[src/rtl/calc_port_if.sv]
// Calculator port bundle: two-cycle request in, tagged one-cycle response out.
// Bit 0 is the MSB of every bus.
interface calc_port_if;
   logic [0:3]  req_cmd;
   logic [0:31] req_data_in;
   logic [0:1]  req_tag;
   logic [0:1]  out_resp;
   logic [0:31] out_data;
   logic [0:1]  out_tag;
   logic        proto_err;

   modport master (
      output req_cmd, req_data_in, req_tag,
      input  out_resp, out_data, out_tag, proto_err
   );
   modport slave (
      input  req_cmd, req_data_in, req_tag,
      output out_resp, out_data, out_tag, proto_err
   );
endinterface

[src/rtl/calc_port_responder.sv]
// Calculator port responder: captures cmd/tag/op1 then op2, executes add/sub/shift,
// and returns a tagged response LATENCY edges after the operand-2 edge.
module calc_port_responder #(
   parameter int LATENCY = 3
) (
   input  logic       c_clk,
   input  logic       reset,
   calc_port_if.slave cp
);
   localparam logic [3:0] CMD_ADD  = 4'd1;
   localparam logic [3:0] CMD_SUB  = 4'd2;
   localparam logic [3:0] CMD_SHL  = 4'd5;
   localparam logic [3:0] CMD_SHR  = 4'd6;
   localparam logic [1:0] RSP_OK   = 2'd1;
   localparam logic [1:0] RSP_ERR  = 2'd2;
   localparam logic [1:0] RSP_COLL = 2'd3;

   typedef enum logic {IDLE, OP2} state_t;
   typedef struct packed {
      logic [1:0]  resp;
      logic [31:0] data;
      logic [1:0]  tag;
   } rsp_t;

   state_t             state_q, state_d;
   logic [3:0]         cmd_q;
   logic [1:0]         tag_q;
   logic [31:0]        op1_q, op2;
   logic [32:0]        sum;
   logic [3:0]         busy_q, busy_eff, clr_mask, set_mask;
   logic               proto_err_q, capture, issue;
   rsp_t               res;
   rsp_t               pipe [LATENCY];
   logic [LATENCY-1:0] vld_pipe;

   always_comb begin
      state_d = state_q;
      capture = 1'b0;
      issue   = 1'b0;
      case (state_q)
         IDLE: if (cp.req_cmd != 4'd0) begin
            capture = 1'b1;
            state_d = OP2;
         end
         OP2: begin
            issue   = 1'b1;
            state_d = IDLE;
         end
         default: state_d = IDLE;
      endcase
   end

   // A response leaving the last stage frees its tag on the edge that ends its
   // cycle; collision responses never owned the tag, so they leave busy alone.
   always_comb begin
      clr_mask = '0;
      if (vld_pipe[LATENCY-1] && pipe[LATENCY-1].resp != RSP_COLL)
         clr_mask[pipe[LATENCY-1].tag] = 1'b1;
      busy_eff = busy_q & ~clr_mask;
   end

   always_comb begin
      op2      = cp.req_data_in;
      sum      = {1'b0, op1_q} + {1'b0, op2};
      res      = '0;
      res.tag  = tag_q;
      set_mask = '0;
      if (busy_eff[tag_q]) begin
         res.resp = RSP_COLL;
      end else begin
         res.resp = RSP_ERR;
         case (cmd_q)
            CMD_ADD: if (!sum[32]) begin
               res.resp = RSP_OK;
               res.data = sum[31:0];
            end
            CMD_SUB: if (op2 <= op1_q) begin
               res.resp = RSP_OK;
               res.data = op1_q - op2;
            end
            CMD_SHL: begin
               res.resp = RSP_OK;
               res.data = op1_q << op2[4:0];
            end
            CMD_SHR: begin
               res.resp = RSP_OK;
               res.data = op1_q >> op2[4:0];
            end
            default: ;
         endcase
         if (issue) set_mask[tag_q] = 1'b1;
      end
   end

   always_ff @(posedge c_clk or posedge reset) begin
      if (reset) begin
         state_q     <= IDLE;
         cmd_q       <= '0;
         tag_q       <= '0;
         op1_q       <= '0;
         busy_q      <= '0;
         proto_err_q <= 1'b0;
         vld_pipe    <= '0;
         for (int i = 0; i < LATENCY; i++) pipe[i] <= '0;
      end else begin
         state_q <= state_d;
         if (capture) begin
            cmd_q <= cp.req_cmd;
            tag_q <= cp.req_tag;
            op1_q <= cp.req_data_in;
         end
         if (issue && cp.req_cmd != 4'd0) proto_err_q <= 1'b1;
         busy_q      <= busy_eff | set_mask;
         vld_pipe[0] <= issue;
         pipe[0]     <= issue ? res : '0;
         for (int i = 1; i < LATENCY; i++) begin
            vld_pipe[i] <= vld_pipe[i-1];
            pipe[i]     <= pipe[i-1];
         end
      end
   end

   // Idle stages hold zeros, so the last stage drives the outputs directly.
   assign cp.out_resp  = pipe[LATENCY-1].resp;
   assign cp.out_data  = pipe[LATENCY-1].data;
   assign cp.out_tag   = pipe[LATENCY-1].tag;
   assign cp.proto_err = proto_err_q;
endmodule
[src/flat_wrapper.sv]
// flat-port wrapper written by rule: the top's interface ports become plain ports
module calc_port_responder_flat 
#(
   parameter int LATENCY = 3
)
  (c_clk, reset, cp_req_cmd, cp_req_data_in, cp_req_tag, cp_out_resp, cp_out_data, cp_out_tag, cp_proto_err);
  calc_port_if cp_i ();
  input  logic c_clk;
  input  logic reset;
  input wire logic [$bits(cp_i.req_cmd)-1:0] cp_req_cmd;
  input wire logic [$bits(cp_i.req_data_in)-1:0] cp_req_data_in;
  input wire logic [$bits(cp_i.req_tag)-1:0] cp_req_tag;
  output wire logic [$bits(cp_i.out_resp)-1:0] cp_out_resp;
  output wire logic [$bits(cp_i.out_data)-1:0] cp_out_data;
  output wire logic [$bits(cp_i.out_tag)-1:0] cp_out_tag;
  output wire logic [$bits(cp_i.proto_err)-1:0] cp_proto_err;
  assign cp_i.req_cmd = cp_req_cmd;
  assign cp_i.req_data_in = cp_req_data_in;
  assign cp_i.req_tag = cp_req_tag;
  assign cp_out_resp = cp_i.out_resp;
  assign cp_out_data = cp_i.out_data;
  assign cp_out_tag = cp_i.out_tag;
  assign cp_proto_err = cp_i.proto_err;
  calc_port_responder #(.LATENCY(LATENCY)) u_core (.c_clk(c_clk), .reset(reset), .cp(cp_i));
endmodule
[config.mk]
export PLATFORM = sky130hd
export DESIGN_NAME = calc_port_responder_flat
export DESIGN_NICKNAME = d
export VERILOG_FILES = /design/src/rtl/calc_port_if.sv /design/src/rtl/calc_port_responder.sv /design/src/flat_wrapper.sv
export SDC_FILE = /design/constraint.sdc
export NUM_CORES = 1
export LEC_CHECK = 0
export CELL_PAD_IN_SITES_DETAIL_PLACEMENT = 0
export CELL_PAD_IN_SITES_GLOBAL_PLACEMENT = 2
export CORE_AREA = 2 2 180 182
export DETAILED_ROUTE_END_ITERATION = 16
export DIE_AREA = 0 0 182 184
export PLACE_DENSITY_LB_ADDON = 0.25
export SLEW_MARGIN = 20
export SYNTH_ARGS = -nofsm -noshare
export SYNTH_HDL_FRONTEND = slang
export SYNTH_SLANG_ARGS = --single-unit
[constraint.sdc]
create_clock -name c_clk -period 5.8 [get_ports c_clk]
set_clock_uncertainty 0.1 [all_clocks]
set_input_delay 0.58 -clock c_clk [delete_from_list [all_inputs] [get_ports c_clk]]
set_output_delay 0.58 -clock c_clk [all_outputs]
set_load 0.02 [all_outputs]
### Word-level counts from Yosys, hierarchy flattened

Index checks and enable logic that the tools add are counted.

| word-level totals | value |
|---|---|
| register bits after elaboration | 155 |
| input port bits | 40 |
| output and inout bits | 37 |
| logic and storage cells | 58 |

| operators by class | value |
|---|---|
| add/subtract/negate cells | 2 |
| order comparisons | 5 |
| equality and inequality tests | 5 |
| shift operators | 2 |
| mux-type cells | 19 |
| bitwise operators | 4 |
| reductions and logical operators | 5 |

Operators by type and width:

| operator | number |
|---|---|
| case mux 34 bit (4 select lines) | 1 |
| 2-to-1 mux 34 bit | 2 |
| 2-to-1 mux 36 bit | 1 |
| adder 32 x 32 -> 33 bit | 1 |
| <= comparator 32 bit | 1 |
| 2-to-1 mux 32 bit | 1 |
| << shifter 32 x 5 -> 32 bit | 1 |
| right shift 32 x 5 -> 32 bit | 1 |
| subtractor 32 bit | 1 |
| 2-to-1 mux 4 bit | 3 |
| == test 4 x 3 -> 1 bit (second input constant) | 2 |
| less-than comparator 2 x 3 -> 1 bit (second input constant) | 2 |
| 2-to-1 mux 1 bit | 6 |
| AND 4 bit | 1 |
| demux 1 bit (select 2 bit) | 2 |
| == test 4 x 1 -> 1 bit (second input constant) | 1 |
| == test 4 x 2 -> 1 bit (second input constant) | 1 |
| greater-or-equal comparator 2 x 1 -> 1 bit (second input constant) | 2 |
| logical AND 1 bit | 4 |
| inverter 4 bit | 1 |
| OR 4 bit | 1 |
| nonzero test 4 bit | 1 |
| binary-select mux 1 bit (select 2 bit) | 1 |
| 2-to-1 mux 2 bit | 1 |
| other kinds (3) | 3 |

### Depth between registers and ports, before layout

Gate-level depths: netlist (run 1).

| depth | value |
|---|---|
| depth after elaboration | 11 |
| depth in mapped cells | 17 |
| gate-level depth less buffers | 13 |

### Worst setup path after synthesis (run 1)

OpenSTA, ideal clock, no wires.

| path | value |
|---|---|
| kind | input to register |
| start | in cp_req_data_in[1] |
| end | reg u_core.pipe[90] (netlist bit) |
| setup time | 0.136 ns |
| data arrival time | 4.134 ns |
| data required time | 5.564 ns |
| slack | 1.429 ns |
| cell stages on the path | 15 |
| path buffers | 3 |
| cell sequence | clkbuf_1 > buf_1 > inv_1 > fa_1 > o21ba_2 > a2111oi_2 > o2111a_1 > o21ai_2 > o21bai_2 > a31o_2 > a311oi_2 > buf_2 > a221o_1 > o21ai_0 > a21oi_1 |

| between the ends | value |
|---|---|
| cells in the longest elaborated chain, start to end | 5 |
| elaborated cells on any way between the ends | 10 |
| classes of those cells | add/sub (2); order compare (1); shift (2); mux (5) |

Ends and longest elaborated chain:

| what | line | source |
|---|---|---|
| from (decl) | flat_wrapper.sv:11 | `input wire logic [$bits(cp_i.req_data_in)-1:0] cp_req_data_in;` |
| subtractor 32 bit, or another cell as far along | calc_port_responder.sv:79 | `res.data = op1_q - op2;` |
| 2-to-1 mux 34 bit (on tied branches) | calc_port_responder.sv:77, calc_port_responder.sv:73 |  |
| case mux 34 bit (4 select lines) (*) | calc_port_responder.sv:72 | `case (cmd_q)` |
| 2-to-1 mux 32 bit (*) | calc_port_responder.sv:68 | `if (busy_eff[tag_q]) begin` |
| 2-to-1 mux 36 bit (*) | calc_port_responder.sv:115 | `pipe[0] <= issue ? res : '0;` |
| to (signal, indexed assignment) | calc_port_responder.sv:118 | `pipe[i] <= pipe[i-1];` |
| to (decl) | calc_port_responder.sv:33 | `rsp_t pipe [LATENCY];` |

Mark *: on every way between the ends. The rest lies on a longest branch, timed or not.
A chain may end at the register's enable or synchronous reset.

### Worst setup path in the final report (run 1)

| path | value |
|---|---|
| start | reg u_core.op1_q[0] |
| end | reg u_core.pipe[90] (netlist bit) |

| between the ends | value |
|---|---|
| cells in the longest elaborated chain, start to end | 5 |
| elaborated cells on any way between the ends | 10 |
| classes of those cells | add/sub (2); order compare (1); shift (2); mux (5) |

Ends and longest elaborated chain:

| what | line | source |
|---|---|---|
| from (decl) | calc_port_responder.sv:28 | `logic [31:0] op1_q, op2;` |
| from (signal assigned) | calc_port_responder.sv:110 | `op1_q <= cp.req_data_in;` |
| subtractor 32 bit, or another cell as far along | calc_port_responder.sv:79 |  |
| 2-to-1 mux 34 bit (on tied branches) | calc_port_responder.sv:77, calc_port_responder.sv:73 |  |
| case mux 34 bit (4 select lines) (*) | calc_port_responder.sv:72 |  |
| 2-to-1 mux 32 bit (*) | calc_port_responder.sv:68 |  |
| 2-to-1 mux 36 bit (*) | calc_port_responder.sv:115 |  |

Marks and branches as above.

==> flow_summary.yaml, run 1 <==
job:
  cap_violations: 0
logic_synthesis:
  synth_top_family_by_area: "compound AO/OA/AOI/OAI gates"
  synth.most_common_cell: "nor2_1"
  synth_area_leader_cell: "dfrtp_1"
  synth_xor_area_share_pct: 0.669
  synth_area_leaders: "dfrtp_1 33%, ha_1 6.9%, a21oi_1 5.8%"
  syn_inst: 1357
  synthMuxAreaShare_pct: 12.4
  ys_ff_latch: 155
  synth_simple_gate_area_share_pct: 13.3
  synth_fp_nets: 1464
  synthArstFlopShare_pct: 100
  ys.flop_type: "dfrtp_1"
  syn_area_mm2: 0.0118
  syn_avg_cell_area_um2: 8.68
  synth.top_cell.area_share_pct: 32.9
  synthAdderAreaFrac_pct: 7.24
  synth.cells.most_frequent: "163 x nor2_1, 155 x dfrtp_1, 136 x a21oi_1"
  synth_seq_area_share_pct: 32.9
  synth_edf_count: 0
  synth_compound_area_share_pct: 26.0
  yosys_warnings: 0
  ys_types: 78
finish:
  drive_above_1_share_pct: 10.4
  nNetsFinal: 1459
  antenna_cells_inserted: 0
  fill_cells: 3149
  syn_to_final_growth_pct: 12.1
sta:
  rsz0062_at_grt: "false"
  fin_crit_sh_pct: 83.8
  max_freq_mhz: 206
  timing.setup.tns_ns: 0
  fin_crit_ns: 4.86
  finalSetupViolations: 0
  final_max_slew_viol_count: 0
  finalWorstSetupSlack_ns: 0.941
  slew_headroom_pct: 30.4
  tightest_slew_ns: 1.04
  hold_viol_final: 0
route:
  drt_wl_total_um: 40900
  drc: 0
  drt_pass1_iterations: 5
  num_vias: 10800
  drtAntennaViolNets: 0
  drt_iter0_drc: 1215
  vias_per_cell: 6.11
  wl_per_cell_um: 23.1
worst_setup_path:
  slowest_delay_ns: 0.76
  crit_type: "reg2reg"
  cpLargestDelayFamily: "compound AO/OA/AOI/OAI gates"
  end_kind: "register"
  startpoint_type: "register"
  slowest_stage: "a311o_1"
  critPathArrivalTime_ns: 5.03
  crit_chain: "ha_1 -> inv_1 -> fa_1 -> o21ba_2 -> a2111oi_2 -> o2111a_1 -> o21ai_2 -> o21bai_2 -> a31o_2 -> a311o_1 -> o22ai_1 -> o21ai_0 -> a21oi_1"
  crit_required_ns: 5.97
  critical_path_peak_fanout: 19
  worst-path-buf-inv: 1
floorplan:
  fp.coreArea_mm2: 0.0314
  ioPinCount: 77
  num_rows: 65
  die_h_um: 184
  fp.dieW_um: 182
  dieArea_mm2: 0.0335
  start_util_pct: 37.5
clock_tree:
  cts_made_buffers: 17
  holdBufCountCts: 0
  cts_buffer_depth: 2
  ctsResizeCount: 0
  cts.sinks: 155
  cts_root_buffer: "clkbuf_16"
  cts_tree: "done"
  path_clk_slew_ns: 0.08
  postCtsSetupBuffers: 0
  cts.htree.levels: 4
  clkLatencyLatePin_ns: 0.44
place:
  place_congestion: 0.913
  port-buffer-count: 76
  hpwl_um: 31000
  pre_cts_ws_ns: 0.738
global_routing:
  grtUsageMet3_pct: 4.12
  gr-usage-met2_pct: 37.5
  grt_pass1_wl_um: 63100
  overflow: 0
  grt_usage_pct: 24.7
  busiest_layer: "met2"
  antenna_found_initial: 0
  grt_pass1_vias: 10200
  grt_max_degree: 84
  met1_usage_pct: 36.3
pwr:
  power_per_cell_area_mw_per_mm2: 368
  irDropWorstVdd_mv: 0.190
  power_leakage_nw: 5.73
  power.total_mw: 4.85
worst_hold_path:
  hold_path.class: "reg2reg"
status:
  status: "finished clean"
[cells by family (layout without fill, tap and decap cells)]
logic type | Yosys count | count (layout)
DFF | 155 | 155
adders and majority gates | 67 | 67
muxes | 115 | 115
xor gates and xnor gates | 9 | 9
and+or+nand+nor | 347 | 347
buffers and inverters | 195 | 203
AOI/OAI and AO/OA | 469 | 469
[cell type report]
type | instances | area [um^2] | area share, %
Tap cell | 402 | 503 | 3.81
Clock inverter | 15 | 169 | 1.28
Multi-Input combinational cell | 1007 | 7050 | 53.4
Sequential cell | 155 | 3880 | 29.4
Clock buffer | 17 | 425 | 3.22
Timing Repair Buffer | 96 | 893 | 6.77
Inverter | 75 | 287 | 2.17
[layer usage]
metal,up-vias,routed length [um]
li1,4949,-
met1,5296,18900
met2,502,18000
met3,50,3280
met4,0,761
met5,-,0
[through the flow]
step	instances	hold WS (ns)	utilization [%]	area, um^2
finish	1767	0.247	42.1	13200
global route	1767	0.255	42.1	13200
CTS	1767	0.247	42.1	13200
detailed placement	1735	0.235	40.2	12600
global placement	1735	0.232	40.2	12600
floorplan	1357	0.231	-	11800
[worst register-to-register path: stages, from the launching register on]
cell	delay, ns
dfrtp_1	0.51
ha_1	0.23
inv_1	0.05
fa_1	0.41
o21ba_2	0.25
a2111oi_2	0.60
o2111a_1	0.37
o21ai_2	0.09
o21bai_2	0.24
a31o_2	0.30
a311o_1	0.76
o22ai_1	0.15
o21ai_0	0.50
a21oi_1	0.15
[registers in the layout, indices dropped and copies added (netlist names)]
signal / flops
u_core.op1_q: 32
u_core.vld_pipe: 3
u_core.pipe: 72
u_core.cp.proto_err: 1
u_core.cp.out_data: 32
u_core.tag_q: 2
u_core.cp.out_tag: 2
u_core.state_q: 1
u_core.cp.out_resp: 2
u_core.busy_q: 4
u_core.cmd_q: 4
[placed cells by master (no fill, tap or decap), types with 8 or more instances in the layout]
cell type / n
a211oi_1: 11
a21o_1: 20
a21oi_1: 136
a221o_1: 11
a221oi_1: 9
a22oi_1: 9
a31oi_1: 18
buf_4: 21
clkbuf_16: 17
clkdlybuf4s50_1: 72
dfrtp_1: 155
ha_1: 65
inv_1: 71
mux2_2: 38
mux2i_1: 56
mux4_2: 21
nand2_1: 67
nand2b_1: 25
nand3_1: 14
nand4_1: 9
nor2_1: 161
nor3_1: 22
o211ai_1: 15
o21ai_0: 88
o21bai_1: 12
o22ai_1: 40
o2bb2ai_1: 9
o31ai_1: 14
or2_2: 8
xnor2_1: 9
[report_power, final]
group	total, mW	internal, mW	switching (mW)
sequential	1.45	1.23	0.219
clock	1.14	0.582	0.558
combinational	2.26	0.838	1.43
[final timing paths]
| kind | startpoint | end | slack [ns] | depth (start not counted) |
|---|---|---|---|---|
| min in group asynchronous | reset | u_core.cp.out_data[29]$_DFF_PP0_ | 0.51 | 2 |
| hold / removal | u_core.pipe[54]$_DFF_PP0_ | u_core.cp.out_data[15]$_DFF_PP0_ | 0.25 | 0 |
| max in group asynchronous | reset | u_core.pipe[98]$_DFF_PP0_ | 3.83 | 3 |
| setup / recovery | u_core.op1_q[0]$_DFFE_PP0P_ | u_core.pipe[90]$_DFF_PP0_ | 0.94 | 13 |
| setup reg to reg | u_core.op1_q[0]$_DFFE_PP0P_ | u_core.pipe[90]$_DFF_PP0_ | 0.94 | 13 |
| hold reg to reg | u_core.pipe[54]$_DFF_PP0_ | u_core.cp.out_data[15]$_DFF_PP0_ | 0.25 | 0 |
Power figures use the tool's default switching activity.
==> inputs of run 2 (changes only) <==
- clock period: 5.8 -> 4.5 ns (I/O delays scaled with it)
==> run 2 against run 1 <==
Against the previous run:
- register-to-register slack got worse by 0.65 ns
- count of clock-buffer cells in the layout increased by 1
- routed wire length increased by 4.6%
- sequential share of layout area decreased by 0.99 points
- die area unchanged
- worst hold slack got worse by 0.020 ns
- global-route usage increased by 1.1 points
- setup slack got worse by 0.65 ns
- critical endpoint is now u_core.pipe[91]$_DFF_PP0_
- largest cell class unchanged
- highest routed layer unchanged
==> flow_summary.yaml, run 2 (same netlist as run 1, synthesis figures left out) <==
status:
  status: "finished clean"
pwr:
  power_switching_mw: 2.86
  p_clk_share_pct: 22.5
  share_comb_of_total_power_pct: 49.2
  power_per_cell_area_mw_per_mm2: 474
  p_int_mw: 3.61
  irDropWorstVdd_mv: 0.262
  power.total_mw: 6.47
  switching_share_pct: 44.2
  power_frac_seq_pct: 28.3
  power_leakage_nw: 6.02
worst_setup_path:
  startpoint: "u_core.op1_q[0]$_DFFE_PP0P_"
  crit_required_ns: 4.71
  end_kind: "register"
  critical_path_peak_fanout: 6
  cpLargestDelayFamily: "compound AO/OA/AOI/OAI gates"
  crit_type: "reg2reg"
  r2r_setup_slack_ns: 0.29
  crit_chain: "ha_1 -> inv_1 -> fa_1 -> o21ba_2 -> a2111oi_2 -> buf_4 -> o2111a_1 -> o21ai_2 -> o21bai_2 -> a31o_2 -> a311oi_4 -> buf_4 -> o2bb2ai_1 -> o21ai_0 -> a21oi_1"
  startpoint_type: "register"
  slowest_delay_ns: 0.47
  r2r_start: "u_core.op1_q[0]$_DFFE_PP0P_"
  worst-path-buf-inv: 3
  cp_common_cell: "buf_4"
  slowest_stage: "dfrtp_1"
  critPathArrivalTime_ns: 4.42
sta:
  fin_crit_ns: 4.21
  fin_crit_sh_pct: 93.5
  final_max_slew_viol_count: 0
  whs_ns: 0.227
  slew_headroom_pct: 35.8
  max_freq_mhz: 238
  rsz0062_at_grt: "false"
  finalSetupViolations: 0
  tightest_slew_ns: 0.962
  timing.setup.tns_ns: 0
  hold_viol_final: 0
finish:
  drive_above_1_share_pct: 13.7
  layout_common_cells: "162 x nor2_1, 155 x dfrtp_1, 136 x a21oi_1"
  final_common_cell: "nor2_1"
  finalInstanceArea_mm2: 0.0137
  syn_to_final_growth_pct: 16.0
  regMostFlops: "u_core.pipe"
  final_cells: 1821
  nNetsFinal: 1513
  largest_reg_flops: 72
  antenna_cells_inserted: 0
route:
  drt_pass1_iterations: 7
  vias_per_cell: 5.97
  drt_wl_total_um: 42800
  wl_per_cell_um: 23.5
  num_vias: 10900
  drtAntennaViolNets: 0
  drc: 0
  drt_iter0_drc: 978
global_routing:
  grt_pass1_wl_um: 64500
  antenna_found_initial: 0
  grt_usage_pct: 25.8
  overflow: 0
  grt_max_degree: 83
  grt_pass1_vias: 10500
clock_tree:
  cts.sinks: 155
  cts.htree.levels: 4
  ctsResizeCount: 0
  cts_buffer_depth: 2
  clkLatencyLatePin_ns: 0.45
  path_clk_slew_ns: 0.07
  cts_tree: "done"
  cts_made_buffers: 17
  cts_root_buffer: "clkbuf_16"
  postCtsSetupBuffers: 0
  holdBufCountCts: 0
floorplan:
  num_rows: 65
  ioPinCount: 77
  start_util_pct: 37.5
  die_h_um: 184
  dieArea_mm2: 0.0335
  fp.dieW_um: 182
  fp.coreArea_mm2: 0.0314
worst_hold_path:
  hold_path.class: "in2async"
place:
  place_area_mm2: 0.0131
  hpwl_um: 33000
  place_inst: 1788
  port-buffer-count: 76
  place_congestion: 0.969
job:
  cap_violations: 0
## run 2: cell type report
| cell class | count | area [um^2] |
|---|---|---|
| repair buffers | 150 | 1370 |
| clock inverters | 14 | 146 |
| fillers | 3154 | 17700 |
| flip-flops and latches | 155 | 3880 |
| inverters | 75 | 285 |
| multi-input cells | 1007 | 7040 |
| clock buffers | 18 | 439 |
| well taps | 402 | 503 |
## run 2: power groups by stage
stage               clock network [mW]  registers (mW)  logic [mW]
floorplan                            0            1.75        2.05
global placement                     0            1.85        3.15
detailed placement                   0            1.85        3.11
CTS                               1.51            1.83        3.13
global route                      1.55            1.86        3.44
finish                            1.46            1.83        3.18
## run 2: final timing paths
check,endpoint,depth (start not counted)
setup / recovery,u_core.pipe[91]$_DFF_PP0_,15
hold / removal,u_core.cp.out_data[2]$_DFF_PP0_,2
setup reg to reg,u_core.pipe[91]$_DFF_PP0_,15
hold reg to reg,u_core.cp.out_data[17]$_DFF_PP0_,0
max in group asynchronous,u_core.pipe[46]$_DFF_PP0_,4
min in group c_clk,u_core.cp.out_data[17]$_DFF_PP0_,0
## run 2: metal layers
metal / up-vias / track usage [%] / routed length, um
met1: 5329 / 36.7 / 19900
met5: - / 0 / 0
li1: 5055 / - / -
met4: 0 / 10.0 / 1250
met2: 429 / 39.4 / 18900
met3: 64 / 3.86 / 2630
## run 2: per-stage QoR
stage,worst slack (ns),util (%)
floorplan,0.259,-
global placement,0.135,41.6
detailed placement,0.0810,41.6
CTS,0.263,43.5
global route,0.121,43.5
finish,0.291,43.5
